[config.mk]
export PLATFORM = sky130hd
export DESIGN_NAME = fetch_arb
export DESIGN_NICKNAME = d
export VERILOG_FILES = /design/src/rtl/cache_pkg.sv /design/src/rtl/fetch_arb_pick.sv /design/src/rtl/fetch_arb.sv
export SDC_FILE = /design/constraint.sdc
export NUM_CORES = 1
export LEC_CHECK = 0
export BUFFER_PORTS_ARGS = -buffer_cell sky130_fd_sc_hd__clkbuf_2
export CAP_MARGIN = 10
export CORE_UTILIZATION = 48
export CTS_BUF_LIST = sky130_fd_sc_hd__clkbuf_4 sky130_fd_sc_hd__clkbuf_8 sky130_fd_sc_hd__clkbuf_16
export DETAILED_ROUTE_END_ITERATION = 10
export GPL_ROUTABILITY_DRIVEN = 0
export PLACE_DENSITY = 0.9
export SYNTH_ARGS = -nofsm -noshare
export SYNTH_HDL_FRONTEND = slang
export SYNTH_SLANG_ARGS = --single-unit
[constraint.sdc]
create_clock -name clk -period 2.4 [get_ports clk]
set_input_delay 0.48 -clock clk [delete_from_list [all_inputs] [get_ports clk]]
set_output_delay 0.48 -clock clk [all_outputs]
set_load 0.1 [all_outputs]
[src/rtl/cache_pkg.sv]
// cache_pkg: shared types for the cache line-fetch path.
// Fetch commands, requester owner codes and arbiter FSM states.
package cache_pkg;

  typedef enum logic [1:0] {
    FETCH_WB   = 2'b00,
    FETCH_LINE = 2'b01
  } fetch_cmd_t;

  localparam logic OWN_RD = 1'b0;
  localparam logic OWN_WR = 1'b1;

  typedef enum logic [1:0] {
    IDLE      = 2'd0,
    ISSUE     = 2'd1,
    WAIT_DONE = 2'd2
  } fetch_arb_state_t;

endpackage

[src/rtl/fetch_arb_pick.sv]
// fetch_arb_pick: combinational winner select for the fetch arbiter.
// in: rd/wr request, last granted owner; out: any-request, winner.
module fetch_arb_pick
  import cache_pkg::*;
#(
  parameter int prio_mode = 0
) (
  input  logic i_rd_req,
  input  logic i_wr_req,
  input  logic i_last_grant,
  output logic o_valid,
  output logic o_owner
);

  always_comb begin
    o_valid = i_rd_req | i_wr_req;
    o_owner = OWN_RD;
    unique case (1'b1)
      (i_rd_req && i_wr_req): begin
        // tie: fixed mode favours rd, else the side not served last
        if (prio_mode == 1) o_owner = OWN_RD;
        else                o_owner = ~i_last_grant;
      end
      (!i_rd_req && i_wr_req): o_owner = OWN_WR;
      default:                 o_owner = OWN_RD;
    endcase
  end

endmodule

[src/rtl/fetch_arb.sv]
// fetch_arb: shares the line-fetch engine between the cache read and
// write controllers. Latches one command, forwards it to the engine,
// routes gnt/done back to the owner, counts completions per side.
// Ports: clk/rst_n; rd_fetch_*/wr_fetch_* requester sides;
// eng_* engine side; arb_busy/arb_owner status; *_fetch_cnt debug.
module fetch_arb
  import cache_pkg::*;
#(
  parameter int addr_width = 32,
  parameter int list_depth = 4,
  parameter int prio_mode  = 0,
  parameter int cnt_width  = 16,
  localparam int TW = $clog2(list_depth)
) (
  input  logic                  clk,
  input  logic                  rst_n,
  input  logic                  rd_fetch_req,
  input  logic [1:0]            rd_fetch_cmd,
  input  logic [TW-1:0]         rd_fetch_tag,
  input  logic [addr_width-1:0] rd_fetch_addr,
  output logic                  rd_fetch_gnt,
  output logic                  rd_fetch_done,
  input  logic                  wr_fetch_req,
  input  logic [1:0]            wr_fetch_cmd,
  input  logic [TW-1:0]         wr_fetch_tag,
  input  logic [addr_width-1:0] wr_fetch_addr,
  output logic                  wr_fetch_gnt,
  output logic                  wr_fetch_done,
  output logic                  eng_req,
  output logic [1:0]            eng_cmd,
  output logic [TW-1:0]         eng_tag,
  output logic [addr_width-1:0] eng_addr,
  input  logic                  eng_gnt,
  input  logic                  eng_done,
  output logic                  arb_busy,
  output logic                  arb_owner,
  output logic [cnt_width-1:0]  rd_fetch_cnt,
  output logic [cnt_width-1:0]  wr_fetch_cnt
);

  fetch_arb_state_t r_state;
  fetch_arb_state_t w_state_nxt;

  logic                  r_owner;
  logic                  r_last_grant;
  logic [1:0]            r_cmd;
  logic [TW-1:0]         r_tag;
  logic [addr_width-1:0] r_addr;
  logic [cnt_width-1:0]  r_rd_cnt;
  logic [cnt_width-1:0]  r_wr_cnt;

  logic                  w_pick_valid;
  logic                  w_pick_owner;
  logic                  w_latch;
  logic                  w_gnt;
  logic                  w_done;
  logic                  w_eng_req;
  logic [1:0]            w_sel_cmd;
  logic [TW-1:0]         w_sel_tag;
  logic [addr_width-1:0] w_sel_addr;
  logic                  w_owner_req;

  fetch_arb_pick #(
    .prio_mode (prio_mode)
  ) u_pick (
    .i_rd_req     (rd_fetch_req),
    .i_wr_req     (wr_fetch_req),
    .i_last_grant (r_last_grant),
    .o_valid      (w_pick_valid),
    .o_owner      (w_pick_owner)
  );

  always_comb begin
    if (w_pick_owner == OWN_WR) begin
      w_sel_cmd  = wr_fetch_cmd;
      w_sel_tag  = wr_fetch_tag;
      w_sel_addr = wr_fetch_addr;
    end else begin
      w_sel_cmd  = rd_fetch_cmd;
      w_sel_tag  = rd_fetch_tag;
      w_sel_addr = rd_fetch_addr;
    end
  end

  always_comb begin
    w_state_nxt = r_state;
    w_latch     = 1'b0;
    w_gnt       = 1'b0;
    w_done      = 1'b0;
    w_eng_req   = 1'b0;
    unique case (r_state)
      IDLE: begin
        if (w_pick_valid) begin
          w_latch     = 1'b1;
          w_state_nxt = ISSUE;
        end
      end
      ISSUE: begin
        w_eng_req = 1'b1;
        if (eng_gnt) begin
          w_gnt = 1'b1;
          // engine may finish in the accept cycle
          w_done = eng_done;
          w_state_nxt = eng_done ? IDLE : WAIT_DONE;
        end
      end
      WAIT_DONE: begin
        if (eng_done) begin
          w_done      = 1'b1;
          w_state_nxt = IDLE;
        end
      end
      default: w_state_nxt = IDLE;
    endcase
  end

  always_ff @(posedge clk or negedge rst_n) begin
    if (!rst_n) begin
      r_state      <= IDLE;
      r_owner      <= OWN_RD;
      r_last_grant <= OWN_WR;
      r_cmd        <= '0;
      r_tag        <= '0;
      r_addr       <= '0;
    end else begin
      r_state <= w_state_nxt;
      if (w_latch) begin
        r_owner <= w_pick_owner;
        r_cmd   <= w_sel_cmd;
        r_tag   <= w_sel_tag;
        r_addr  <= w_sel_addr;
      end
      if (w_gnt) r_last_grant <= r_owner;
    end
  end

  always_ff @(posedge clk or negedge rst_n) begin
    if (!rst_n) begin
      r_rd_cnt <= '0;
      r_wr_cnt <= '0;
    end else if (w_done) begin
      if (r_owner == OWN_RD) begin
        if (r_rd_cnt != '1) r_rd_cnt <= r_rd_cnt + cnt_width'(1);
      end else begin
        if (r_wr_cnt != '1) r_wr_cnt <= r_wr_cnt + cnt_width'(1);
      end
    end
  end

  assign rd_fetch_gnt  = w_gnt  & (r_owner == OWN_RD);
  assign wr_fetch_gnt  = w_gnt  & (r_owner == OWN_WR);
  assign rd_fetch_done = w_done & (r_owner == OWN_RD);
  assign wr_fetch_done = w_done & (r_owner == OWN_WR);

  assign eng_req   = w_eng_req;
  assign eng_cmd   = r_cmd;
  assign eng_tag   = r_tag;
  assign eng_addr  = r_addr;
  assign arb_busy  = (r_state != IDLE);
  assign arb_owner = r_owner;

  assign rd_fetch_cnt = r_rd_cnt;
  assign wr_fetch_cnt = r_wr_cnt;

  // the owner must keep its request up until the engine accepts
  assign w_owner_req = (r_owner == OWN_WR) ? wr_fetch_req : rd_fetch_req;

  a_req_held: assert property (
    @(posedge clk) disable iff (!rst_n)
    (r_state == ISSUE) |-> w_owner_req
  );

endmodule
==> impl_metrics.csv <==
group,metric,value,unit
status,run_status,"finished, final reports clean",
routing,detail_route.iter0.violations,87,
clock_network,clock-sinks,72,
grt,overflow,0,
yosys,synth_simple_gate_area_share,17.8,%
setup_path,required,1.92,ns
setup_path,critical_path.max_fanout,6,
timing,tns,0,ns
routing,finalWirelength,8.94,mm
yosys,syn_inst_count,336,
die,floorplan.die_area,7760,um2
yosys,yosys_register_bits,72,
timing,slew-limit-headroom,61.2,%
yosys,synthDistinctLibCells,42,
timing,finalWorstPathRequiredPeriod,2.26,ns
power,design_power_total,7.13,mW
yosys,yosysSeqAreaShare,50.7,%
final_layout,post_route_cells_drive_above_1_share,39.8,%
clock_network,h_tree_level_count,3,
clock_network,clk_latency,0.34,ns
yosys,ys.warnings.count,0,
die,core.rowCount,31,
yosys,synth_fa_ha_area_share,1.76,%
clock_network,resized_after_cts,0,
timing,rsz_0062_raised_after_global_routing,"false",
die,floorplan.core_area,7210,um2
clock_network,tritoncts,"done",
routing,avgRoutedWirePerCell,15.1,um
yosys,synth_fp_nets,419,
timing,clock-skew-final,0.0104,ns
yosys,post_synthesis_instance_area,3560,um2
flow_run,cap_violations,0,
power,vdd_drop_max,1420,uV
clock_network,worst_setup_hold_path_clk_slew,0.08,ns
clock_network,cts_root_buffer,"clkbuf_8",
routing,first_pass_iters,4,
final_layout,utilization,65.3,%
routing,drc,0,
yosys,syn_area_per_cell,10.6,um2
die,io_pins,153,
timing,worst_pin_slew,0.582,ns
yosys,post_synth_xor_xnor_area,6.65,%
yosys,synth_area_leader,"dfrtp_1",
timing,finalMaxSlewViolations,0,
grt,grt_first_pass_wirelength,13.9,mm
power,power.static_leakage,2.53,nW
yosys,synth_top_family_by_area,"simple AND/OR/NAND/NOR gates",
setup_path,worstPathArrival,1.78,ns
setup_path,rrSetupSlack,0.44,ns
placed_design,placement.io_buffers,152,
clock_network,clock_path_buffers,2,
clock_network,cts_inserted_buffers,9,
timing,hold_viol_final,0,
setup_path,worstSetupPathType,"flip-flop to primary output",
setup_path,setup.worst_path.start_class,"flip-flop",
yosys,synth_top_area_share,49.9,%
grt,grt_max_degree,74,
final_layout,syn2layout_area_growth,32.4,%
die,fp.dieW,88.1,um
setup_path,cp-end-kind,"primary output",
clock_network,ctsHoldBuffers,0,
timing,hold_slack,0.110,ns
die,floorplan.initialDensity,49.3,%
grt,grt_antenna_before_repair,0,
worst_hold_path,hold_path.class,"input pin to asynchronous set/reset pin",
yosys,post_synth_main_area_contributors,"dfrtp_1 50%, mux2i_1 10%, xor2_1 6.2%",
placed_design,dp.final_hpwl,6.72,mm
power,power_density,1510,nW/um2
routing,antenna_left,0,
yosys,post_synthesis_compound_gate_area_fraction,8.30,%
die,floorplan.die.height,88.1,um
final_layout,nNetsFinal,574,
routing,viasPerCell,5.31,
final_layout,final_design_area_no_fill,4710,um2
final_layout,antenna_cell_count,0,
grt,all_layer_global_routing_usage,23.5,%
routing,vias,3155,
timing,report.final.setup_viol,0,
timing,max_freq,443,MHz
grt,first_global_vias,2926,
yosys,synthMuxAreaShare,12.1,%
timing,final_min_period_over_clock_period,94.1,%
placed_design,placedInstanceArea,4510,um2
clock_network,cts.repair_timing.setup_buffer_count,0,
==> final cells by class <==
class / instances / area [um2]
Timing Repair Buffer: 157 / 853
Clock inverter: 3 / 42.5
Fill cell: 585 / 2500
Clock buffer: 12 / 153
Tap cell: 99 / 124
Inverter: 9 / 41.3
Multi-Input combinational cell: 242 / 1690
Sequential cell: 72 / 1800
==> logic make-up after synthesis <==
group                    after synthesis
adder cells (fa/ha/maj)                5
XOR/XNOR                              27
buffers and inverters                 22
AND/OR/NAND/NOR                      117
flip-flops                            72
AO/OA/AOI/OAI                         51
multiplexers                          42
==> where the power goes <==
group / switching (mW) / internal [mW]
Sequential: 0.278 / 1.60
Combinational: 3.61 / 0.673
Clock: 0.442 / 0.525
Total: 4.33 / 2.80
==> registers in the layout, indices dropped and copies added (netlist names) <==
name and cells:
eng_addr 32, rd_fetch_cnt 16, wr_fetch_cnt 16, eng_cmd 2, eng_tag 2, r_state 2, arb_owner 1, r_last_grant 1
==> cell usage in the layout (no fill, tap or decap), types with 7 or more instances in the layout <==
| cell | count |
|---|---|
| clkbuf_2 | 149 |
| dfrtp_1 | 70 |
| nand2_1 | 50 |
| o21ai_0 | 38 |
| mux2i_1 | 37 |
| xor2_1 | 25 |
| nor4_1 | 12 |
| nor3_1 | 10 |
| clkbuf_8 | 10 |
| nand3_1 | 9 |
| nand4_1 | 8 |
| inv_1 | 7 |
==> worst paths after layout <==
path	end	depth (start not counted)	start
min reg2reg	eng_addr[25]$_DFFE_PN0P_	2	eng_addr[25]$_DFFE_PN0P_
min in group clk	eng_addr[24]$_DFFE_PN0P_	3	rd_fetch_addr[24]
max in group asynchronous	r_last_grant$_DFFE_PN1P_	2	rst_n
min	eng_addr[20]$_DFFE_PN0P_	1	rst_n
max	rd_fetch_gnt	5	r_state[1]$_DFFE_PN0P_
max reg2reg	wr_fetch_cnt[15]$_DFFE_PN0P_	6	r_state[1]$_DFFE_PN0P_
==> synth_stat cells (all sizes together) <==
cell type  number
a21boi          1
and4            2
and3b           1
buf             6
clkbuf          7
dfstp           1
a21o            2
o21ai          39
mux2            5
o22ai           1
a311oi          2
ha              5
nor4           14
nand3          10
and3            4
xor2           25
dfrtp          71
nor3b           4
a31oi           1
nand2          51
nand4           9
nor2            6
mux2i          37
nand4b          1
a2111oi         1
nor4b           2
and2            1
or2             2
inv             9
nor3           10
a22o            3
xnor2           2
a21oi           1
==> through the flow <==
| stage | worst slack [ns] | std cells |
|---|---|---|
| 3_5_place_dp | 0.438 | 579 |
| 4_1_cts | 0.0682 | 594 |
| 6_report | 0.143 | 594 |
| 2_1_floorplan | 0.0154 | 336 |
| 5_1_grt | 0.0378 | 594 |
| 3_3_place_gp | 0.518 | 579 |
==> critical path: stages (launching register included) <==
cell	delay, ns
dfrtp_1	0.41
inv_1	0.11
ha_2	0.24
nand2_1	0.12
nor2_4	0.08
clkbuf_2	0.47
==> layer usage <==
layer,vias up,wire length (um),global-route usage [%]
li1,1509,-,-
met1,1495,3650,27.9
met2,131,4470,39.5
met3,20,656,7.92
met4,0,170,9.24
met5,-,0,0
No activity file was read; power rests on OpenSTA's default activity.
